## src/rtl/snn_core_param.sv

```systemverilog
`timescale 1ns/1ps
// snn_core_param: two-layer fully-connected classifier (binary image -> hidden -> output, argmax).
// Build option SNN_TIE_LAST_EN: argmax ties resolve to the highest output index instead of the lowest.
module snn_core_param #(
  parameter int N_IN  = 784,
  parameter int N_HID = 32,
  parameter int N_OUT = 10,
  parameter int DW    = 8,
  parameter int ACC_W = 26
) (
  input  logic                                    clk,
  input  logic                                    rst,
  input  logic                                    start,
  output logic                                    busy,
  output logic                                    done,
  output logic [$clog2(N_OUT)-1:0]                digit,
  output logic signed [DW-1:0]                    max_val,
  output logic [$clog2(N_IN)-1:0]                 addr_in,
  input  logic                                    q_in,
  output logic [$clog2(N_HID)+$clog2(N_IN)-1:0]   addr_wh,
  input  logic signed [DW-1:0]                    q_wh,
  output logic [$clog2(N_OUT)+$clog2(N_HID)-1:0]  addr_wo,
  input  logic signed [DW-1:0]                    q_wo,
  output logic [10:0]                             act_addr,
  input  logic signed [DW-1:0]                    act_q
);

  localparam int IN_W  = $clog2(N_IN);
  localparam int HID_W = $clog2(N_HID);
  localparam int OUT_W = $clog2(N_OUT);

  localparam logic [IN_W-1:0]  IN_LAST  = IN_W'(N_IN - 1);
  localparam logic [HID_W-1:0] HID_LAST = HID_W'(N_HID - 1);
  localparam logic [OUT_W-1:0] OUT_LAST = OUT_W'(N_OUT - 1);

  localparam logic signed [DW-1:0]    PIX_ONE = {1'b0, {(DW-1){1'b1}}};
  localparam logic signed [ACC_W-1:0] S_MAX   = ACC_W'(1023);
  localparam logic signed [ACC_W-1:0] S_MIN   = ACC_W'(-1024);

  typedef enum logic [3:0] {
    IDLE, H_MAC, H_DRN, H_ACT, H_WB, O_MAC, O_DRN, O_ACT, O_WB, DONE
  } state_t;

  state_t                   state;
  logic [IN_W-1:0]          in_idx;
  logic [HID_W-1:0]         hid_idx;
  logic [OUT_W-1:0]         out_idx;
  logic signed [ACC_W-1:0]  acc;
  logic                     mac_vld;
  logic signed [DW-1:0]     hid [N_HID];
  logic signed [DW-1:0]     hid_op;
  logic signed [DW-1:0]     best_val;
  logic [OUT_W-1:0]         best_idx;

  logic signed [DW-1:0]     a_op;
  logic signed [DW-1:0]     b_op;
  logic signed [2*DW-1:0]   prod;
  logic signed [ACC_W-1:0]  prod_ext;
  logic signed [ACC_W-1:0]  acc_next;
  logic signed [ACC_W-1:0]  shifted;
  logic signed [10:0]       clamped;
  logic [10:0]              act_next;
  logic                     take;

  assign addr_in = in_idx;
  assign addr_wh = {hid_idx, in_idx};
  assign addr_wo = {out_idx, hid_idx};

  // Memory data arrives one cycle after its address, so the operand source follows the
  // state that consumes it; the first MAC cycle of each unit is masked by mac_vld.
  always_comb begin
    a_op = q_in ? PIX_ONE : '0;
    b_op = q_wh;
    if (state == O_MAC || state == O_DRN) begin
      a_op = hid_op;
      b_op = q_wo;
    end
  end

  assign prod     = a_op * b_op;
  assign prod_ext = {{(ACC_W-2*DW){prod[2*DW-1]}}, prod};
  assign acc_next = mac_vld ? acc + prod_ext : acc;
  assign shifted  = acc_next >>> (DW-1);

  always_comb begin
    clamped = shifted[10:0];
    if (shifted > S_MAX) begin
      clamped = 11'sd1023;
    end else if (shifted < S_MIN) begin
      clamped = -11'sd1024;
    end
  end

  // Adding 1024 to an 11-bit two's complement value just flips its sign bit.
  assign act_next = {~clamped[10], clamped[9:0]};

`ifdef SNN_TIE_LAST_EN
  assign take = (act_q >= best_val);
`else
  assign take = (act_q > best_val);
`endif

  always_ff @(posedge clk) begin
    if (rst) begin
      for (int i = 0; i < N_HID; i++) begin
        hid[i] <= '0;
      end
      hid_op <= '0;
    end else begin
      hid_op <= hid[hid_idx];
      if (state == H_WB) begin
        hid[hid_idx] <= act_q;
      end
    end
  end

  always_ff @(posedge clk) begin
    if (rst) begin
      state    <= IDLE;
      busy     <= 1'b0;
      done     <= 1'b0;
      digit    <= '0;
      max_val  <= '0;
      in_idx   <= '0;
      hid_idx  <= '0;
      out_idx  <= '0;
      acc      <= '0;
      mac_vld  <= 1'b0;
      act_addr <= '0;
      best_val <= '0;
      best_idx <= '0;
    end else begin
      mac_vld <= (state == H_MAC) || (state == O_MAC);
      acc     <= acc_next;
      case (state)
        IDLE: begin
          done    <= 1'b0;
          in_idx  <= '0;
          hid_idx <= '0;
          out_idx <= '0;
          acc     <= '0;
          if (start) begin
            busy  <= 1'b1;
            state <= H_MAC;
          end
        end
        H_MAC: begin
          if (in_idx == IN_LAST) begin
            in_idx <= '0;
            state  <= H_DRN;
          end else begin
            in_idx <= in_idx + 1'b1;
          end
        end
        H_DRN: begin
          act_addr <= act_next;
          state    <= H_ACT;
        end
        H_ACT: state <= H_WB;
        H_WB: begin
          acc <= '0;
          if (hid_idx == HID_LAST) begin
            hid_idx <= '0;
            state   <= O_MAC;
          end else begin
            hid_idx <= hid_idx + 1'b1;
            state   <= H_MAC;
          end
        end
        O_MAC: begin
          if (hid_idx == HID_LAST) begin
            hid_idx <= '0;
            state   <= O_DRN;
          end else begin
            hid_idx <= hid_idx + 1'b1;
          end
        end
        O_DRN: begin
          act_addr <= act_next;
          state    <= O_ACT;
        end
        O_ACT: state <= O_WB;
        O_WB: begin
          acc <= '0;
          // Output 0 seeds the running max unconditionally.
          if (out_idx == '0 || take) begin
            best_val <= act_q;
            best_idx <= out_idx;
          end
          if (out_idx == OUT_LAST) begin
            state <= DONE;
          end else begin
            out_idx <= out_idx + 1'b1;
            state   <= O_MAC;
          end
        end
        DONE: begin
          done    <= 1'b1;
          busy    <= 1'b0;
          digit   <= best_idx;
          max_val <= best_val;
          state   <= IDLE;
        end
        default: state <= IDLE;
      endcase
    end
  end

endmodule

```

## config.mk

```make
export PLATFORM = sky130hd
export DESIGN_NAME = snn_core_param
export DESIGN_NICKNAME = d
export VERILOG_FILES = /design/src/rtl/snn_core_param.sv
export SDC_FILE = /design/constraint.sdc
export NUM_CORES = 1
export LEC_CHECK = 0
export ABC_AREA = 1
export BUFFER_PORTS_ARGS = -buffer_cell sky130_fd_sc_hd__buf_4
export CELL_PAD_IN_SITES_DETAIL_PLACEMENT = 0
export CELL_PAD_IN_SITES_GLOBAL_PLACEMENT = 2
export CORE_ASPECT_RATIO = 0.9
export CORE_MARGIN = 1
export CORE_UTILIZATION = 36
export DETAILED_ROUTE_END_ITERATION = 8
export PLACE_DENSITY = 0.74
export SETUP_SLACK_MARGIN = 0.02
export SYNTH_ARGS = -nofsm -noshare
export SYNTH_HDL_FRONTEND = slang
export SYNTH_SLANG_ARGS = --single-unit
```

## constraint.sdc

```tcl
create_clock -name clk -period 7.1 [get_ports clk]
set_clock_uncertainty 0.05 [all_clocks]
set_input_delay 0.355 -clock clk [delete_from_list [all_inputs] [get_ports clk]]
set_output_delay 0.355 -clock clk [all_outputs]
set_load 0.05 [all_outputs]
```

; ---- Word-level counts from Yosys, hierarchy flattened
; Memory sizes are Yosys's and may differ from the RTL's. A register that Yosys moved wholly into a read port is not among the register bits.
; Cells that the tools add are included.
[op_classes]
n_bitwise = 1
mul = 1
eq_ne = 16
n_mux = 29
n_lt_le_gt_ge = 3
add_sub_neg = 4
reduce_logical = 17
[ops]
columns = operator, count
row1 = $pmux W4 S9, 1
row2 = $add A26 B16 Y26, 1
row3 = $mux W26, 1
row4 = $mux W8, 3
row5 = $mux W11, 2
row6 = $mux W4, 5
row7 = $pmux W10 S2, 1
row8 = $gt A19 B11 Y1 const B, 1
row9 = $lt A19 B11 Y1 const B, 1
row10 = $eq A4 B3 Y1 const B, 4
row11 = $mul A8 B8 Y16, 1
row12 = $eq A4 B4 Y1 const B, 3
row13 = $add A10 B1 Y10 const B, 1
row14 = $eq A10 B10 Y1 const B, 1
row15 = $mux W10, 1
row16 = $mux W5, 2
row17 = $pmux W5 S2, 1
row18 = $eq A4 B2 Y1 const B, 2
row19 = $gt A8 B8 Y1, 1
row20 = $logic_not A4 Y1, 2
row21 = $pmux W4 S2, 1
row22 = $reduce_bool A2 Y1, 4
row23 = $reduce_or A8 Y1, 1
row24 = $mux W1, 7
row25 = 15 further kinds, 23
[word_totals]
input_bits = 28
register_bits = 87
mem_bits_rw = 256
memories = 1
[mem_list]
columns = memory, depth, word_bits, read_ports, rd_clocked_by_memory_dff, wr, line
row1 = hid, 32, 8, 1, 1, 32, 50  ; logic signed [DW-1:0] hid [N_HID];

; ---- Depth between registers and ports, before layout
; Gate-level depths: netlist (run 1).
[depth]
word_depth = 10
depth_mapped = 40

; ---- Least setup slack after synthesis (run 1)
; Ideal clock, no wire load.
[synth_path]
path_kind = flip-flop to flip-flop
start = register state[0]
end = register act_addr[0]
path_stages_with_launch = 33
required_ns = 6.932
arrival_time_ns = 6.812
setup_time_ns = 0.118
slack_ns = 0.121
period_less_slack_ns = 6.979
cell_sequence = dfxtp_1 nor2_1 inv_2 nand3_1 nor2_2 buf_2 nand2_1 o21ai_0 inv_1 nor2_1 inv_1 fa_1 inv_1 fa_1 fa_1 fa_1 inv_1 fa_1 inv_1 ha_1 nand2_1 nand2_1 or2_2 nand3b_1 nand3_1 nand2_1 nand3_1 nand2_1 nand4_1 nand2_1 nand2_2 nor2_1 nor2_1
[synth_via]
elab_chain_cells = 9
[synth_rtl]
columns = item, line
row1 = from (decl), 44  ; state_t state;
row2 = from (signal assigned), 119  ; state <= IDLE;
row3 = from (signal assigned), 144  ; state <= H_MAC;
row4 = from (signal assigned), 150  ; state <= H_DRN;
row5 = "$eq A4 B3 Y1, on equally long branches", "74, 135"
row6 = $logic_or A1 B1 Y1, 74  ; if (state == O_MAC || state == O_DRN) begin
row7 = $mux W8, 74
row8 = $mul A8 B8 Y16, 80  ; assign prod = a_op * b_op;
row9 = $add A26 B16 Y26, 82  ; assign acc_next = mac_vld ? acc + prod_ext : acc;
row10 = $mux W26, 82
row11 = $lt A19 B11 Y1, 89  ; end else if (shifted < S_MIN) begin
row12 = $mux W11, 89
row13 = $mux W11, 87  ; if (shifted > S_MAX) begin
row14 = to (signal assigned), 156  ; act_addr <= act_next;
row15 = to (signal assigned), 179  ; act_addr <= act_next;
row16 = to (decl), 24  ; output logic [10:0] act_addr,
; Parallel ways exist; a longest one is shown, timed or not.
; A chain may end at the register's enable or synchronous reset.

; ---- Final worst setup path (run 1)
[layout_path]
start = register state[1]
end = register act_addr[1]
; The elaborated chain is that of the path after synthesis.

==> out/results.tsv, run 1 <==
metric	value	unit
status	finished clean	
synth_nets	2508	
ys_seq_area_share	46.6	%
synth_cell_types	46	
wl_per_cell	19.1	um
tightest_slew	1.04	ns
cts_buffers	41	
gp_congestion	0.819	
cts_root_buf	clkbuf_16	
cp_data_arrival_time	6.95	ns
final_common_cell	nor2_1	
rsz0062_at_grt	false	
slowest_delay	0.54	ns
fin_crit	6.55	ns
ir_drop	0.199	mV
postRouteAntennaNets	0	
pre_cts_ws	0.264	ns
crit_fanout	14	
placedCellCount	3061	
hold_path_class	primary input to register	
max_freq	153	MHz
end_kind	register	
path_clk_slew	0.06	ns
firstDrtPassIters	5	
cp_data_required_time	7.50	ns
drv_cap	0	
fin_tns_setup	0	ns
synth-seq-cells	351	
stdcell_count	3139	
design_area	23400	um2
h-tree-depth	2	
cts_tree	done	
nets	2567	
cpMostUsedCell	nand2_1	
clkSinkCount	351	
clk_latency	0.58	ns
clk_path_buf_depth	3	
grt_max_degree	100	
vias	15600	
portBuffers	86	
relSlewSlack	30.5	%
vias_per_cell	4.97	
critical-path-slowest-cell	fa_1	
syn_to_final_growth	13.7	%
track_usage	21.0	%
die_area	58200	um2
synth_top_cell_by_area	edfxtp_1	
chipHeight	229	um
ys_top_cells_by_area	edfxtp_1, fa_1, nor2_1	
setup_viol	0	
netlist_area	20600	um2
cp-start-kind	register	
hold_ws	0.0231	ns
setup_slack	0.546	ns
crit_type	register to register	
synth_top_area_share	37.3	%
dpl.hpwl	41.1	mm
avgSynthCellArea	8.98	um2
slew_viol_final	0	
antenna_found_initial	0	
start_util	36.7	%
grt_pass1_vias	15800	
coreArea	56100	um2
antennaDiodeCount	0	
fp-row-count	82	
route.detailed.drc	0	
final_cell_mix	nor2_1, nand2_1, inv_1	
dpl_cell_area	22000	um2
power.density	239	nW/um2
grt_overflow_total	0	
drive_gt1_share	12.4	%
hold_violations	0	
period_share	92.3	%
routed_wl	59.9	mm
ys_warn_count	0	
grt_pass1_wl	93.1	mm
p_leak	10.4	nW
postCtsHoldBufs	0	
die_w	254	um
top_level_ports	87	
postSynthCellCount	2293	
drt_iter0_markers	1118	
==> synth_stat cells, drive strengths merged <==
cell type and number:
nor2 546, o22ai 71, a211oi 6, nor3b 3, nand3b 2, nor3 25
or4 1, o21bai 2, o21ai 167, inv 282, nand3 59, fa 112
nand4 9, xor2 11, o211ai 3, o211a 1, o21a 3, mux2i 9
a22o 21, buf 32, nand2 334, a221oi 2, clkinv 3, edfxtp 256
a31oi 8, xnor2 9, clkbuf 82, a21oi 49, a21o 1, dfxtp 95
or2 12, and2 1, ha 75, nor4 1
==> final timing paths <==
path,slack [ns],start,endpoint,cells past startpoint
min,0.02,start,busy,3
max reg2reg,0.55,state[1],act_addr[1],38
max,0.55,state[1],act_addr[1],38
min reg2reg,0.40,busy,busy,2
==> worst max-delay path, delay by kind of cell, from the launching register on <==
| kind | cells | cell delay, ns |
|---|---|---|
| buffers and inverters | 9 | 1.00 |
| AND/OR/NAND/NOR | 22 | 2.03 |
| adder cells (fa/ha/maj) | 6 | 2.86 |
| flip-flops | 1 | 0.39 |
| AO/OA/AOI/OAI | 1 | 0.09 |
==> registers in the layout, summed over array words and instances, names as in the netlist, 5 cells and up <==
signal and cells:
acc 26, act_addr 11, addr_in 10, best_val 8, hid 256, hid_idx 5, hid_op 8, max_val 8
==> per-layer routing <==
layer  vias to the layer above  part of all wire, %  track usage [%]  wire length [um]
met4                         0                  2.3             5.82              1360
met1                      7672                   46             29.3             27700
met5                         -                    0                0                 0
met3                        82                  4.0             2.38              2380
li1                       7569                    -                -                 -
met2                       292                   47             34.4             28400
==> report_power, final <==
group	leakage [nW]	switching, mW	internal, mW
clock	0.639	0.900	1.20
sequential	3.41	0.0290	2.26
combinational	6.32	0.815	0.399
==> final cells by class <==
type	count	area [um2]
fill	5631	32700
timing repair buffer	130	992
clock inverter	26	228
clock buffer	48	1070
tap	756	946
multi-input combinational	1543	9500
inverter	285	1070
sequential	351	9600
==> kinds of logic (layout without fill, tap and decap cells) <==
logic type	Yosys count	after routing	share of synthesized area, %
simple gates	993	993	19.8
xor+xnor	20	20	0.851
flops	351	351	46.6
fa+ha+maj	187	187	15.4
mux	9	9	0.437
compound gates	334	334	9.24
buf+inv	399	489	7.61
==> through the flow <==
step           total power, mW  util (%)
6_report                  5.60      41.7
5_1_grt                   5.90      41.7
4_1_cts                   5.66      41.6
3_5_place_dp              3.55      39.2
3_3_place_gp              3.55      39.2
2_1_floorplan             3.18         -
==> what timing repair did <==
action                                  4_1_cts  5_1_grt
gates resized for setup                       0       20
endpoints found under the setup margin        0       11
setup buffers                                 0        4
hold endpoints to repair                      0        0
No activity file was read; power rests on OpenSTA's default activity.
==> run 2: changes to the inputs <==
--- a/config.mk
+++ b/config.mk
@@ -13,4 +13,5 @@
 export CORE_MARGIN = 1
 export CORE_UTILIZATION = 36
+export CTS_CLUSTER_SIZE = 10
 export DETAILED_ROUTE_END_ITERATION = 8
 export PLACE_DENSITY = 0.74
==> constraint.sdc (replaced) <==
create_clock -name clk -period 7.1 [get_ports clk]
set_clock_uncertainty 0.05 [all_clocks]
set_input_delay 1.065 -clock clk [delete_from_list [all_inputs] [get_ports clk]]
set_output_delay 1.065 -clock clk [all_outputs]
set_load 0.05 [all_outputs]
==> run 2 against run 1 <==
  * Clock power fell by 4%
  * Via count grew 0.29%
  * Routed wire length down 1.3%
  * Final cell count rose by 0.13%
  * Sequential share of layout area hardly changed
  * Register-to-register slack got worse by 0.06 ns
  * Combinational power barely moved
  * Critical path depth fell by 4
  * Critical endpoint is now act_addr[8]
  * Largest power group unchanged
  * Highest routed layer unchanged
==> out/results.tsv, run 2 (same netlist as run 1, synthesis figures left out) <==
metric	value	unit
status	finished clean	
postCtsHoldBufs	0	
cpMostUsedCell	nand2_1	
grt_max_degree	70	
grt_pass1_vias	15900	
grt_pass1_wl	92.4	mm
top_layer_used	met4	
largest_reg_flops	256	
clk_path_buf_depth	3	
firstDrtPassIters	5	
syn_to_final_growth	13.6	%
end_kind	register	
fin_tns_setup	0	ns
chipHeight	229	um
routed_wl	59.1	mm
largest_register	hid	
portBuffers	86	
crit_type	register to register	
fp-row-count	82	
met2_length	28.4	mm
antennaDiodeCount	0	
die_w	254	um
rr_startpoint	state[1]	
setup_slack	0.491	ns
path_clk_slew	0.06	ns
slew_viol_final	0	
cts_buffers	42	
wl_met3	2.40	mm
rsz0062_at_grt	false	
max_freq	151	MHz
drive_gt1_share	11.9	%
final_common_cell	nor2_1	
hold_depth	2	
h-tree-depth	2	
gp_congestion	0.850	
total_power	5.53	mW
critical-path-slowest-cell	fa_1	
hp-start	busy	
ir_drop	0.183	mV
antenna_found_initial	0	
cts_tree	done	
nets	2575	
route.detailed.drc	0	
period_share	93.1	%
largestRegisters	hid (256), acc (26), act_addr (11)	
slowest_delay	0.55	ns
hold_end	busy	
postRouteAntennaNets	0	
setup_viol	0	
dpl.hpwl	41.4	mm
tightest_slew	1.07	ns
crit_family	adder cells	
power.density	236	nW/um2
critPathLaunch	state[1]	
r2r_setup_slack	0.49	ns
drt_iter0_markers	985	
final_cell_mix	nor2_1, nand2_1, inv_1	
hold_path_class	register to register	
die_area	58200	um2
cp_data_arrival_time	7.01	ns
grt_overflow_total	0	
coreArea	56100	um2
clk_latency	0.58	ns
wl_met1	27.0	mm
vias_per_cell	4.98	
vias	15700	
reg2regPathDepth	34	
cts_root_buf	clkbuf_16	
relSlewSlack	28.8	%
p_leak	10.4	nW
path_buf_inv	8	
cp-start-kind	register	
top_level_ports	87	
fin_crit	6.61	ns
wl_per_cell	18.8	um
crit_fanout	16	
hold_violations	0	
start_util	36.7	%
clkSinkCount	351	
pre_cts_ws	0.179	ns
drv_cap	0	
r2r-end	act_addr[8]	
track_usage	20.8	%
cp_data_required_time	7.50	ns
run 2: cell types whose count changed in the layout (fill, tap and decap cells not counted), sizes merged:
| cell | change |
|---|---|
| clkinvlp | +1 |
| bufinv | -3 |
| inv | -3 |
| buf | +7 |
| clkinv | -17 |
| clkbuf | +19 |
run 2: layer usage:
metal  up-vias  GRT usage (%)
met3        88           2.85
met2       294           34.9
met4         0           5.12
met1      7682           28.3
li1       7597              -
met5         -              0
run 2: worst register-to-register path: cells and delay by family, from the launching register on:
kind,cells,cell delay [ns]
adders and majority gates,6,2.89
and+or+nand+nor,19,2.06
buffers and inverters,8,0.88
DFF,1,0.39
AOI/OAI and AO/OA,1,0.24
run 2: area by class of cell:
cell class,instances,area [um2]
clock buffers,67,1200
well taps,756,946
inverters,285,1080
repair buffers,137,1040
fillers,5629,32700
clock inverters,4,58.8
multi-input cells,1543,9470
flip-flops and latches,351,9600
run 2: how the worst max path moves through the flow:
stage                             end  slack, ns  cells after the start
after CTS                 act_addr[2]       0.22                     33
final                     act_addr[8]       0.49                     34
after detailed placement  act_addr[8]       0.18                     30
after floorplan           act_addr[0]       0.17                     27
after global placement    act_addr[6]       0.17                     30
after global routing      act_addr[9]       0.02                     34
run 2: stage by stage:
stage | cells | hold slack, ns | utilization, % | area (um2)
2_1_floorplan | 2293 | 0.390 | - | 20600
3_3_place_gp | 3068 | 0.394 | 39.3 | 22100
3_5_place_dp | 3068 | 0.408 | 39.3 | 22100
4_1_cts | 3139 | 0.417 | 41.6 | 23300
5_1_grt | 3143 | 0.437 | 41.7 | 23400
6_report | 3143 | 0.412 | 41.7 | 23400
run 2: report_power, final:
part | total, mW | switching [mW] | internal [mW]
registers | 2.29 | 0.0305 | 2.26
clock network | 2.01 | 0.858 | 1.16
logic | 1.22 | 0.822 | 0.401
total | 5.53 | 1.71 | 3.82
run 2: timing repair:
item,in CTS,in global routing
gates resized for setup,0,8
setup endpoints to repair,0,10
setup buffers,0,4
==> run 3: changes to the inputs <==
CTS_BUF_LIST = sky130_fd_sc_hd__clkbuf_4 sky130_fd_sc_hd__clkbuf_8 sky130_fd_sc_hd__clkbuf_16   (was unset)
==> run 3 against run 2 <==
  * Hold slack gained 0.00094 ns
  * Combinational power is essentially flat
  * Count of clock-buffer cells in the layout is the same
  * Die area is the same
  * Clock power grew 4%
  * Register-to-register slack lost 0.05 ns
  * Largest power group unchanged
  * Setup slack lost 0.050 ns
  * Non-clock buffer count is the same
  * Final cell count is the same
  * Critical path depth grew 1
  * Sequential cell count is the same
  * First-iteration DRC count grew 2.3%
==> out/results.tsv, run 3 (same netlist as run 1, synthesis figures left out) <==
metric	value	unit
nets	2575	
setup_slack	0.441	ns
start_util	36.7	%
track_usage	20.8	%
max_freq	150	MHz
p_leak	10.4	nW
die_w	254	um
hold_depth	2	
cp_data_required_time	7.50	ns
vias_per_cell	4.97	
cts_buffers	42	
status	finished clean	
clk_latency	0.59	ns
wl_met1	27.1	mm
hold_end	busy	
r2r-end	act_addr[2]	
crit_type	register to register	
firstDrtPassIters	5	
coreArea	56100	um2
dpl.hpwl	41.4	mm
tightest_slew	1.06	ns
rr_startpoint	state[1]	
end_kind	register	
met2_length	28.5	mm
drt_iter0_markers	1008	
ir_drop	0.186	mV
rsz0062_at_grt	false	
portBuffers	86	
antennaDiodeCount	0	
fp-row-count	82	
critical-path-slowest-cell	fa_1	
wl_met3	2.43	mm
fin_tns_setup	0	ns
h-tree-depth	2	
grt_overflow_total	0	
largest_reg_flops	256	
slowest_delay	0.55	ns
nFillCells	5630	
cpMostUsedCell	nand2_1	
grt_pass1_wl	92.4	mm
cp-start-kind	register	
setup_viol	0	
antenna_found_initial	1	
pre_cts_ws	0.179	ns
die_area	58200	um2
cts_root_buf	clkbuf_16	
relSlewSlack	29.4	%
cp_data_arrival_time	7.05	ns
fin_crit	6.66	ns
drive_gt1_share	12.8	%
r2r_setup_slack	0.44	ns
hold_path_class	register to register	
slew_viol_final	0	
wl_per_cell	18.9	um
drv_cap	0	
top_layer_used	met5	
chipHeight	229	um
power.density	239	nW/um2
largestRegisters	hid (256), acc (26), act_addr (11)	
clk_path_buf_depth	3	
vias	15600	
hold_violations	0	
hp-start	busy	
postCtsHoldBufs	0	
final_cell_mix	nor2_1, nand2_1, inv_1	
crit_fanout	16	
path_clk_slew	0.06	ns
route.detailed.drc	0	
grt_pass1_vias	15900	
gp_congestion	0.850	
syn_to_final_growth	13.9	%
cts_tree	done	
final_common_cell	nor2_1	
top_level_ports	87	
clkSinkCount	351	
grt_max_degree	70	
routed_wl	59.3	mm
largest_register	hid	
postRouteAntennaNets	0	
period_share	93.8	%
reg2regPathDepth	35	
-- run 3: cell types whose count changed in the layout (fill, tap and decap cells not counted) --
| cell | previous run | this run |
|---|---|---|
| clkbuf_1 | 21 | 0 |
| clkbuf_4 | 0 | 21 |
-- run 3: metrics by stage --
| stage | util, % | power [mW] | cells | area [um2] | hold slack, ns |
|---|---|---|---|---|---|
| 2_1_floorplan | - | 3.18 | 2293 | 20600 | 0.390 |
| 3_3_place_gp | 39.3 | 3.58 | 3068 | 22100 | 0.394 |
| 3_5_place_dp | 39.3 | 3.56 | 3068 | 22100 | 0.408 |
| 4_1_cts | 41.7 | 5.68 | 3139 | 23400 | 0.417 |
| 5_1_grt | 41.8 | 5.91 | 3143 | 23500 | 0.437 |
| 6_report | 41.8 | 5.61 | 3143 | 23500 | 0.413 |
-- run 3: how the worst max path moves through the flow --
stage	cells past startpoint	to	startpoint
CTS	33	act_addr[2]	state[0]
global placement	30	act_addr[6]	q_in
floorplan	27	act_addr[0]	q_wo[1]
global route	34	act_addr[9]	state[1]
detailed placement	30	act_addr[8]	q_in
finish	35	act_addr[2]	state[1]
-- run 3: layout make-up --
type                       instances  area [um2]  area share [%]
sequential                       351        9600            40.9
multi-input combinational       1543        9470            40.3
clock buffer                      67        1270            5.43
inverter                         285        1080            4.60
timing repair buffer             137        1040            4.45
tap                              756         946            4.03
clock inverter                     4        58.8           0.251
-- run 3: metal layers --
layer | global-route usage, % | up-vias
li1 | - | 7593
met1 | 28.2 | 7641
met2 | 34.9 | 307
met3 | 3.04 | 85
met4 | 5.01 | 2
met5 | 0 | -
-- run 3: power breakdown --
group          internal, mW  switching [mW]  total [mW]
clock network          1.24           0.865        2.10
logic                 0.401           0.822        1.22
registers              2.26          0.0305        2.29
total                  3.90            1.72        5.61
-- run 3: worst max-delay path, delay by kind of cell (launching register included) --
| kind | cells | cell delay [ns] |
|---|---|---|
| AO/OA/AOI/OAI | 2 | 0.45 |
| adder cells (fa/ha/maj) | 6 | 2.89 |
| buffers and inverters | 8 | 0.87 |
| flip-flops | 1 | 0.39 |
| AND/OR/NAND/NOR | 19 | 1.90 |
-- run 3: repair_timing --
action,4_1_cts,5_1_grt
gates resized for setup,0,8
buffers inserted,0,4
setup endpoints to repair,0,10
